File: config.mk
export PLATFORM = sky130hd
export DESIGN_NAME = mode_control
export DESIGN_NICKNAME = d
export VERILOG_FILES = /design/src/rtl/coproc_ui_pkg.sv /design/src/rtl/key_debounce.sv /design/src/rtl/mode_control.sv
export SDC_FILE = /design/constraint.sdc
export NUM_CORES = 1
export LEC_CHECK = 0
export CORE_ASPECT_RATIO = 1.2
export CORE_MARGIN = 3
export CORE_UTILIZATION = 42
export CTS_CLUSTER_SIZE = 12
export DETAILED_ROUTE_END_ITERATION = 7
export SYNTH_ARGS = -nofsm -noshare
export SYNTH_HDL_FRONTEND = slang
export SYNTH_HIERARCHICAL = 1
export SYNTH_SLANG_ARGS = --single-unit
File: constraint.sdc
create_clock -name CLK -period 4.35 [get_ports CLK]
set_input_delay 1.305 -clock CLK [delete_from_list [all_inputs] [get_ports CLK]]
set_output_delay 1.305 -clock CLK [all_outputs]
set_load 0.02 [all_outputs]
File: src/rtl/coproc_ui_pkg.sv
// Codes shared by mode_control, the display block and the scaling coprocessor.
package coproc_ui_pkg;

  typedef enum logic [1:0] {
    ALG_NN = 2'd0,
    ALG_PR = 2'd1,
    ALG_DC = 2'd2,
    ALG_BA = 2'd3
  } algo_e;

  typedef enum logic [1:0] {
    Z1X = 2'd0,
    Z2X = 2'd1,
    Z4X = 2'd2,
    Z8X = 2'd3
  } zoom_e;

  typedef enum logic [1:0] {
    ST_IDLE      = 2'd0,
    ST_START_REQ = 2'd1,
    ST_RUN       = 2'd2
  } state_e;

  function automatic algo_e algo_next(input algo_e a);
    return algo_e'(a + 2'd1);
  endfunction

  // Opposing zoom requests in one cycle cancel; both directions saturate.
  function automatic zoom_e zoom_step(input zoom_e z, input logic up, input logic down);
    zoom_e r;
    r = z;
    if (up && !down && z != Z8X) r = zoom_e'(z + 2'd1);
    if (down && !up && z != Z1X) r = zoom_e'(z - 2'd1);
    return r;
  endfunction

endpackage

File: src/rtl/key_debounce.sv
// One push-button: 2-flop synchronizer, stable-sample debounce, registered press pulse.
module key_debounce
  import coproc_ui_pkg::*;
#(
  parameter int unsigned DEBOUNCE_CYCLES = 1000000,
  parameter int unsigned DEBOUNCE_W      = 20
) (
  input  logic clk,
  input  logic rst,
  input  logic key_n,
  output logic press
);

  logic                  sync1_q, sync2_q;
  logic                  level_q, level_d;
  logic                  level_prev_q;
  logic                  press_q, press_d;
  logic [DEBOUNCE_W-1:0] cnt_q, cnt_d;

  always_comb begin
    level_d = level_q;
    cnt_d   = '0;
    if (sync2_q != level_q) begin
      if (cnt_q == DEBOUNCE_W'(DEBOUNCE_CYCLES - 1)) level_d = sync2_q;
      else                                           cnt_d   = cnt_q + DEBOUNCE_W'(1);
    end
    // Edge detected on the registered level, so the pulse trails acceptance by one cycle.
    press_d = level_prev_q & ~level_q;
  end

  always_ff @(posedge clk) begin
    if (rst) begin
      sync1_q      <= 1'b1;
      sync2_q      <= 1'b1;
      level_q      <= 1'b1;
      level_prev_q <= 1'b1;
      press_q      <= 1'b0;
      cnt_q        <= '0;
    end else begin
      sync1_q      <= key_n;
      sync2_q      <= sync1_q;
      level_q      <= level_d;
      level_prev_q <= level_q;
      press_q      <= press_d;
      cnt_q        <= cnt_d;
    end
  end

  assign press = press_q;

endmodule

File: src/rtl/mode_control.sv
// Button-driven algorithm/zoom selection and START/BUSY handshake to the scaling coprocessor.
module mode_control
  import coproc_ui_pkg::*;
#(
  parameter int unsigned DEBOUNCE_CYCLES = 1000000,
  parameter int unsigned DEBOUNCE_W      = 20,
  parameter int unsigned TIMEOUT_CYCLES  = 65535
) (
  input  logic       CLK,
  input  logic       RESET,
  input  logic [3:0] KEY,
  input  logic       BUSY,
  output logic [1:0] ALGORITHM,
  output logic [1:0] ZOOM_LEVEL,
  output logic       START,
  output logic       READY,
  output logic       ERROR
);

  localparam int unsigned TW = $clog2(TIMEOUT_CYCLES + 1);

  logic [3:0] press;

  for (genvar i = 0; i < 4; i++) begin : g_key
    key_debounce #(
      .DEBOUNCE_CYCLES (DEBOUNCE_CYCLES),
      .DEBOUNCE_W      (DEBOUNCE_W)
    ) u_db (
      .clk   (CLK),
      .rst   (RESET),
      .key_n (KEY[i]),
      .press (press[i])
    );
  end

  state_e        state_q, state_d;
  algo_e         algo_q, algo_d;
  zoom_e         zoom_q, zoom_d;
  logic          start_q, start_d;
  logic          error_q, error_d;
  logic [TW-1:0] tcnt_q, tcnt_d;

  always_comb begin
    state_d = state_q;
    algo_d  = algo_q;
    zoom_d  = zoom_q;
    start_d = start_q;
    error_d = error_q;
    tcnt_d  = tcnt_q;
    unique case (state_q)
      ST_IDLE: begin
        zoom_d = zoom_step(zoom_q, press[0], press[1]);
        if (press[2]) algo_d = algo_next(algo_q);
        if (|press) error_d = 1'b0;
        if (press[3]) begin
          state_d = ST_START_REQ;
          start_d = 1'b1;
          tcnt_d  = '0;
        end
      end
      ST_START_REQ: begin
        if (BUSY) begin
          state_d = ST_RUN;
          start_d = 1'b0;
        end else if (tcnt_q == TW'(TIMEOUT_CYCLES - 1)) begin
          state_d = ST_IDLE;
          start_d = 1'b0;
          error_d = 1'b1;
        end else begin
          tcnt_d = tcnt_q + TW'(1);
        end
      end
      ST_RUN: begin
        if (!BUSY) state_d = ST_IDLE;
      end
      default: state_d = ST_IDLE;
    endcase
  end

  always_ff @(posedge CLK) begin
    if (RESET) begin
      state_q <= ST_IDLE;
      algo_q  <= ALG_NN;
      zoom_q  <= Z1X;
      start_q <= 1'b0;
      error_q <= 1'b0;
      tcnt_q  <= '0;
    end else begin
      state_q <= state_d;
      algo_q  <= algo_d;
      zoom_q  <= zoom_d;
      start_q <= start_d;
      error_q <= error_d;
      tcnt_q  <= tcnt_d;
    end
  end

  assign ALGORITHM  = algo_q;
  assign ZOOM_LEVEL = zoom_q;
  assign START      = start_q;
  assign ERROR      = error_q;
  assign READY      = (state_q == ST_IDLE);

endmodule
## Yosys cells after proc, flatten, opt, wreduce, memory -nomap -nowiden

Index checks and enable logic that the tools add are counted.

- Add/sub/neg operators: 8
- Equal/unequal tests: 19
- Multiplexer cells: 19
- Bitwise logic cells: 12
- Reductions and logical operators: 25

Operators by type and width:

| operator | number |
|---|---|
| 20-bit by 1-bit adder with 20-bit output, second input constant | 4 |
| 20-bit equality test, second input constant | 4 |
| 16-bit two-way mux | 3 |
| 16-bit case mux with 2 select lines | 1 |
| 16-bit by 1-bit adder with 16-bit output, second input constant | 1 |
| 16-bit equality test, second input constant | 1 |
| 2-bit two-way mux | 6 |
| 2-bit AND reduction | 6 |
| 3-bit OR reduction | 4 |
| 2-bit != test, second input constant | 5 |
| 1-bit inverter | 8 |
| 4-bit AND reduction | 2 |
| 1-bit two-way mux | 6 |
| 2-bit case mux with 3 select lines | 1 |
| 3-bit AND reduction | 2 |
| 2-bit nonzero test | 3 |
| 2-bit by 1-bit adder with 2-bit output, second input constant | 2 |
| 1-bit AND | 4 |
| 1-bit logical AND | 4 |
| 1-bit != test | 4 |
| 2-bit by 1-bit != test with 1-bit output, second input constant | 2 |
| 1-bit case mux with 2 select lines | 2 |
| 4-bit OR reduction | 1 |
| 3-bit != test, second input constant | 1 |
| other kinds (5) | 6 |

- Register bits: 124
- Input bits: 7
- Output and inout bits: 7
- Word-level logic and storage cells: 113

## Depth between registers and ports, before layout

Gate-level depths: netlist (run 1).

- Depth after elaboration: 5
- Gate-level depth with buffers: 8
- Gate-level depth less buffers: 7

## Cells and area by module

Netlist (run 1), hierarchy kept.

By module, submodules not included:

| module | times used | cells an instance | area each (µm²) | sequential area each (µm²) |
|---|---|---|---|---|
| key_debounce | 4 | 118 | 1058.5 | 500.5 |
| mode_control | 1 | 153 | 1255.0 | 480.5 |

## Worst setup path before layout (run 1)

Ideal clock, no wire load.

- Path type: input -> register
- Start: input port BUSY
- End: register tcnt_q[14]
- Setup time: 0.117 ns
- Arrival: 2.274 ns
- Data required time: 4.233 ns
- Setup slack: 1.958 ns
- Stages: 5
- Path buffers: 1
- Path through: nand2b_1 -> clkbuf_1 -> o21a_1 -> o21bai_1 -> a32o_1

- Longest elaborated chain between the ends: 2

RTL lines:

| item | line | source |
|---|---|---|
| from (decl) | mode_control.sv:12 | `input logic BUSY,` |
| 2-bit != test (no line) | -- |  |
| 4-bit AND reduction (no line) | -- |  |
| to (signal assigned) | mode_control.sv:94 | `tcnt_q <= tcnt_d;` |
| to (decl) | mode_control.sv:41 | `logic [TW-1:0] tcnt_q, tcnt_d;` |

Every way passes these cells.
A chain may end at the register's enable or synchronous reset.

## Final worst setup path (run 1)

- Start: register state_q[1]
- End: output port READY

- Longest elaborated chain between the ends: 1

RTL lines:

| item | line | source |
|---|---|---|
| from (decl) | mode_control.sv:36 | `state_e state_q, state_d;` |
| from (signal assigned) | mode_control.sv:89 | `state_q <= state_d;` |
| 2-bit zero test | mode_control.sv:102 | `assign READY = (state_q == ST_IDLE);` |
| to (decl) | mode_control.sv:16 | `output logic READY,` |

Every way passes these cells.

==> results of run 1 <==
## power by group through the flow
stage	logic, mW	registers [mW]	clock network, mW
6_report	0.0262	1.14	1.48
5_1_grt	0.0289	1.14	1.57
4_1_cts	0.0265	1.14	1.52
3_5_place_dp	0.0264	1.17	0
3_3_place_gp	0.0260	1.17	0
2_1_floorplan	0.0136	1.17	0
## kinds of logic after synthesis
kind of cell	after synthesis	synth area share, %
compound gates	97	10.12
xor+xnor	57	9.095
fa+ha+maj	6	1.368
buf+inv	28	2.234
flops	124	45.22
mux	2	0.3875
simple gates	311	31.57
## registers in the layout, summed over array words and instances (netlist names), 2 cells and up
signal	flops
ALGORITHM	2
tcnt_q	16
g_key.u_db/level_q	4
ZOOM_LEVEL	2
g_key.u_db/sync1_q	4
g_key.u_db/level_prev_q	4
g_key.u_db/press	4
g_key.u_db/sync2_q	4
state_q	2
g_key.u_db/cnt_q	80
## worst max-delay path, delay by kind of cell, from the launching register on
kind | cells | cell delay (ps)
buffers and inverters | 1 | 690
AND/OR/NAND/NOR | 1 | 360
flip-flops | 1 | 340
## worst paths after layout
path | from | endpoint | slack (ps) | cells past startpoint
worst max-delay path | state_q[1] | READY | 1250 | 2
worst min-delay path | g_key[0].u_db/level_prev_q | g_key[0].u_db/press | 410 | 2
worst max register to register | tcnt_q[0] | tcnt_q[11] | 2200 | 7
worst min register to register | g_key[0].u_db/level_prev_q | g_key[0].u_db/press | 410 | 2
## cell usage in the layout, fill, tap and decap left out, types with 5 or more instances in the layout
| cell type | count |
|---|---|
| a21oi_1 | 40 |
| and2_1 | 6 |
| and3_1 | 9 |
| clkbuf_16 | 17 |
| clkdlybuf4s50_1 | 12 |
| clkinv_4 | 5 |
| dfxtp_1 | 124 |
| ha_1 | 6 |
| inv_1 | 15 |
| nand2_1 | 30 |
| nand3_1 | 44 |
| nand4_1 | 13 |
| nand4_2 | 9 |
| nor2_1 | 85 |
| nor3_1 | 19 |
| nor4_1 | 6 |
| nor4b_1 | 8 |
| o21a_1 | 5 |
| o21ai_0 | 29 |
| or2_2 | 16 |
| or3_1 | 27 |
| or4_1 | 9 |
| xnor2_1 | 29 |
| xor2_1 | 28 |
## routing by layer
metal  share of wire (%)  global-route usage (%)
met5                   0                       0
met1                  46                   18.09
met2                  48                   26.25
met4                 2.4                   8.419
met3                 3.2                   4.373
## stage by stage
stage          instance area (um2)  cells
6_report                      6409    825
4_1_cts                       6409    825
3_5_place_dp                  5783    793
5_1_grt                       6409    825
3_3_place_gp                  5783    793
2_1_floorplan                 5489    625
## final cells by class
cell class	count	area [um2]
clock buffers	18	429.2
clock inverters	14	196.4
fillers	1220	6316
inverters	15	56.30
multi-input cells	473	2884
flip-flops and latches	124	2482
well taps	164	205.2
repair buffers	17	155.1
==> qor.txt, run 1 <==
Startpoint Class - register
CTS tree - yes
post-CTS sizing - 0
Clock Pin Slew Worst Setup and Hold Paths - 60 ps
CP Data Required Time - 3040 ps
Post-DP HPWL - 7.391 mm
cell row count - 45
DIE WIDTH - 110.4 um
Gate power share - 1.0%
Vias/cell - 5.387
CORE AREA - 12720 um2
synth top area cells - dfxtp_1 (45%), nor2_1 (5.8%), xnor2_1 (4.6%)
gpl congestion - 0.8790
#FFs+latches synth - 124
Int Pwr - 2.110 mW
total global-route track usage - 15.81%
Area growth, synth to finish - 16.75%
kind of critical path - register to output pin
Pleak - 2.107 nW
Max Slew Vio Count - 0
status - complete, no violations
syn nets - 638
Mapped Area - 5489 um2
clk_lat worst skew - 410 ps
CTS root buffer - clkbuf_16
pwr/cell area - 413.7 nW/um2
crit-path cells - nor2_1, clkdlybuf4s50_1
CTS max path bufs - 2
Primary FF master, synth - dfxtp_1
Synth top area share - 45.22%
Worst EP arrival - 1800 ps
mean post-synth cell area - 8.782 um2
Layout Utilization - 50.36%
min Tclk post-route - 3102 ps
drt wl/cell - 13.12 um
drt first pass iters - 4
Synth Instances - 625
port bufs - 13
Post-CTS Setup Bufs - 0
pin count of the biggest net entering global routing - 47
Unique masters post-synth - 53
switch share - 20.41%
Fin Clk Skew - 5.814 ps
total die area - 14480 um2
layout cells sized above 1 - 11.35%
Starting Density - 43.14%
synth cell count leaders - dfxtp_1 (124), nor2_1 (85), nand3_1 (44), a21oi_1 (40), nand2_1 (30)
Overflow after GRT - 0
max-cap violations - 0
Worst-Margin Slew - 787.5 ps
# IOs - 14
count leader, synth - dfxtp_1
DRC violation total after the first TritonRoute iteration - 235
post-place setup slack - 1236 ps
Ys Warns - 6
Worst Hold Class - register to register
Final Net Count - 661
CP max FO - 8
WL final - 10.83 mm
Overall Power - 2.651 mW
clk sink count - 124
VDD IR max - 207.0 uV
Max Clk Rate - 0.3224 GHz
Die Y - 131.2 um
Hold WS - 408.0 ps
Seq/Total Area, Yosys - 45.22%
RSZ-0062 raised after global routing - false
Post-route DRC - 0
P_sw - 541.2 uW
initial antenna violation count - 0
TritonCTS buffer count - 17
final worst slack - 1248 ps
Final TNS setup - 0 ps
CP max stage delay - 690 ps
CP endpoint kind - output pin
Synth area leader - dfxtp_1
Crit-path slowest cell - clkdlybuf4s50_1
antenna cells - 0
global-route wire length before repair - 18.58 mm
Final Cycle Share - 71.32%
Final Hold Fails - 0
Clock power frac - 55.9%
async set-reset flop share out of synthesis - 0%
Post-synth EDFFs - 0
Max H-tree Level - 4
Vias - 4444
hold buffers post-CTS - 0
Worst slew margin - 47.50%
vias in the first global route - 4261
Final setup viols - 0
sequential cell fraction of total power - 43.1%
Final ANT Viol Nets - 0
Power figures use the tool's default switching activity.
==> run 2: changes to the inputs <==
==> constraint.sdc (replaced) <==
create_clock -name CLK -period 2.8 [get_ports CLK]
set_input_delay 0.84 -clock CLK [delete_from_list [all_inputs] [get_ports CLK]]
set_output_delay 0.84 -clock CLK [all_outputs]
set_load 0.02 [all_outputs]
==> run 2 against run 1 <==
  * Worst hold slack lost 1.7 ps
  * Flip-flop and latch count is the same
  * Worst setup slack lost 880 ps
  * Clock power grew 49%
  * Critical endpoint unchanged
  * Largest cell class unchanged
==> qor.txt, run 2 (synthesis results as in run 1) <==
CORE AREA - 12720 um2 (unchanged)
total global-route track usage - 16.15% (was 15.81%)
Max Slew Vio Count - 0 (unchanged)
Worst-Margin Slew - 543.1 ps (was 787.5 ps)
max-cap violations - 0 (unchanged)
commonest non-fill, non-tap cell in the layout - dfxtp_1 (unchanged)
crit-path cells - nor2_1, buf_4, clkdlybuf4s50_1 (was nor2_1, clkdlybuf4s50_1)
Area growth, synth to finish - 17.00% (was 16.75%)
most frequent cells in the layout - dfxtp_1 (124), nor2_1 (85), nand3_1 (44) (unchanged)
Regs by FF count - g_key.u_db/cnt_q x80, tcnt_q x16 (unchanged)
post-CTS sizing - 0 (unchanged)
# IOs - 14 (unchanged)
Post-CTS Setup Bufs - 0 (unchanged)
port bufs - 13 (unchanged)
pin count of the biggest net entering global routing - 31 (was 47)
worst r2r src - tcnt_q[6] (was tcnt_q[0])
gpl congestion - 0.8207 (was 0.8790)
Startpoint Class - register (unchanged)
status - complete, no violations (unchanged)
Worst EP arrival - 1590 ps (was 1800 ps)
Final Hold Fails - 0 (unchanged)
Final Net Count - 666 (was 661)
R2R cell count - 5 (was 7)
antenna cells - 0 (unchanged)
layout cells sized above 1 - 12.01% (was 11.35%)
routing usage on met3 - 4.324% (was 4.373%)
Worst Hold Class - register to register (unchanged)
TritonCTS buffer count - 17 (unchanged)
clk sink count - 124 (unchanged)
CP max FO - 8 (unchanged)
DIE WIDTH - 110.4 um (unchanged)
Final TNS setup - 0 ps (unchanged)
Worst Hold Path Cells - 1 (was 2)
Overall Power - 4.025 mW (was 2.651 mW)
max FFs per register - 80 (unchanged)
min Tclk post-route - 2432 ps
kind of critical path - register to output pin (unchanged)
Die Y - 131.2 um (unchanged)
CP endpoint kind - output pin (unchanged)
hold buffers post-CTS - 0 (unchanged)
clk_lat worst skew - 410 ps (about the same)
Post-DP HPWL - 7.618 mm (was 7.391 mm)
Starting Density - 43.14% (unchanged)
CP startpoint - state_q[1] (unchanged)
cell row count - 45 (unchanged)
Final ANT Viol Nets - 0 (unchanged)
Final Cycle Share - 86.87%
total die area - 14480 um2 (unchanged)
Final setup viols - 0 (unchanged)
CP max stage delay - 600 ps (was 690 ps)
Clock Pin Slew Worst Setup and Hold Paths - 50 ps (was 60 ps)
Vias/cell - 5.378 (was 5.387)
CTS root buffer - clkbuf_16 (unchanged)
Pleak - 2.121 nW (was 2.107 nW)
vias in the first global route - 4234 (was 4261)
Vias - 4464 (was 4444)
CTS max path bufs - 2 (unchanged)
HP Start - g_key[1].u_db/sync1_q (was g_key[0].u_db/level_prev_q)
VDD IR max - 346.8 uV (was 207.0 uV)
Crit-path slowest cell - clkdlybuf4s50_1 (unchanged)
Max Clk Rate - 0.4111 GHz
global-route met2 utilization - 26.38% (was 26.25%)
most flop-heavy register - g_key.u_db/cnt_q (unchanged)
WL final - 10.99 mm (was 10.83 mm)
Overflow after GRT - 0 (unchanged)
drt wl/cell - 13.24 um (was 13.12 um)
RSZ-0062 raised after global routing - false (unchanged)
met1 GRT Util - 19.33% (was 18.09%)
DRC violation total after the first TritonRoute iteration - 210 (was 235)
Worst slew margin - 63.52% (was 47.50%)
GRT Max-Usage Layer - met2 (unchanged)
CTS tree - yes (unchanged)
Fin Clk Skew - 5.489 ps (was 5.814 ps)
Post-route DRC - 0 (unchanged)
drt first pass iters - 5 (was 4)
initial antenna violation count - 0 (unchanged)
CP Data Required Time - 1960 ps (was 3040 ps)
global-route wire length before repair - 18.97 mm (was 18.58 mm)
pwr/cell area - 626.6 nW/um2 (was 413.7 nW/um2)
Max H-tree Level - 4 (unchanged)
[run 2: cell types whose count changed in the layout (fill, tap and decap cells not counted)]
cell,change
bufinv_16,-1
buf_4,+5
clkbuf_8,+2
clkinv_4,-5
clkinvlp_4,+1
clkinv_2,+3
[run 2: metal layers]
layer	routed length, um	vias up
li1	-	2290
met5	0	-
met2	5442	70
met4	184	0
met3	379	15
met1	4982	2089
[run 2: through the flow]
stage                     util [%]  setup slack (ps)  cell area [um2]  instances  hold slack [ps]
after floorplan                  -             873.5             5489        625            389.5
after global placement       45.74             353.7             5821        798            392.1
after detailed placement     45.74             348.6             5821        798            394.9
after CTS                    50.47             337.9             6422        830            408.5
after global routing         50.47             264.6             6422        830            421.0
final                        50.47             367.7             6422        830            406.3
[run 2: critical path, delay by kind of cell, from the launching register on]
family / cells / cell delay [ps]
simple gates: 1 / 110
buf+inv: 2 / 750
flops: 1 / 330
[run 2: final cells by class]
cell class,instances,area (um2)
inverters,15,56.30
repair buffers,22,192.7
well taps,164,205.2
multi-input cells,473,2884
clock buffers,20,456.7
clock inverters,12,145.1
flip-flops and latches,124,2482
fillers,1218,6302
[run 2: worst paths after layout]
kind / endpoint / slack, ps
worst max register to register: tcnt_q[14] / 720
worst max-delay path: READY / 370
worst min-delay path: g_key[1].u_db/sync2_q / 410
worst min register to register: g_key[1].u_db/sync2_q / 410
[run 2: power by group]
group          internal [mW]  switching (mW)
combinational         0.0174          0.0257
clock                   1.44           0.769
sequential              1.77         0.00344
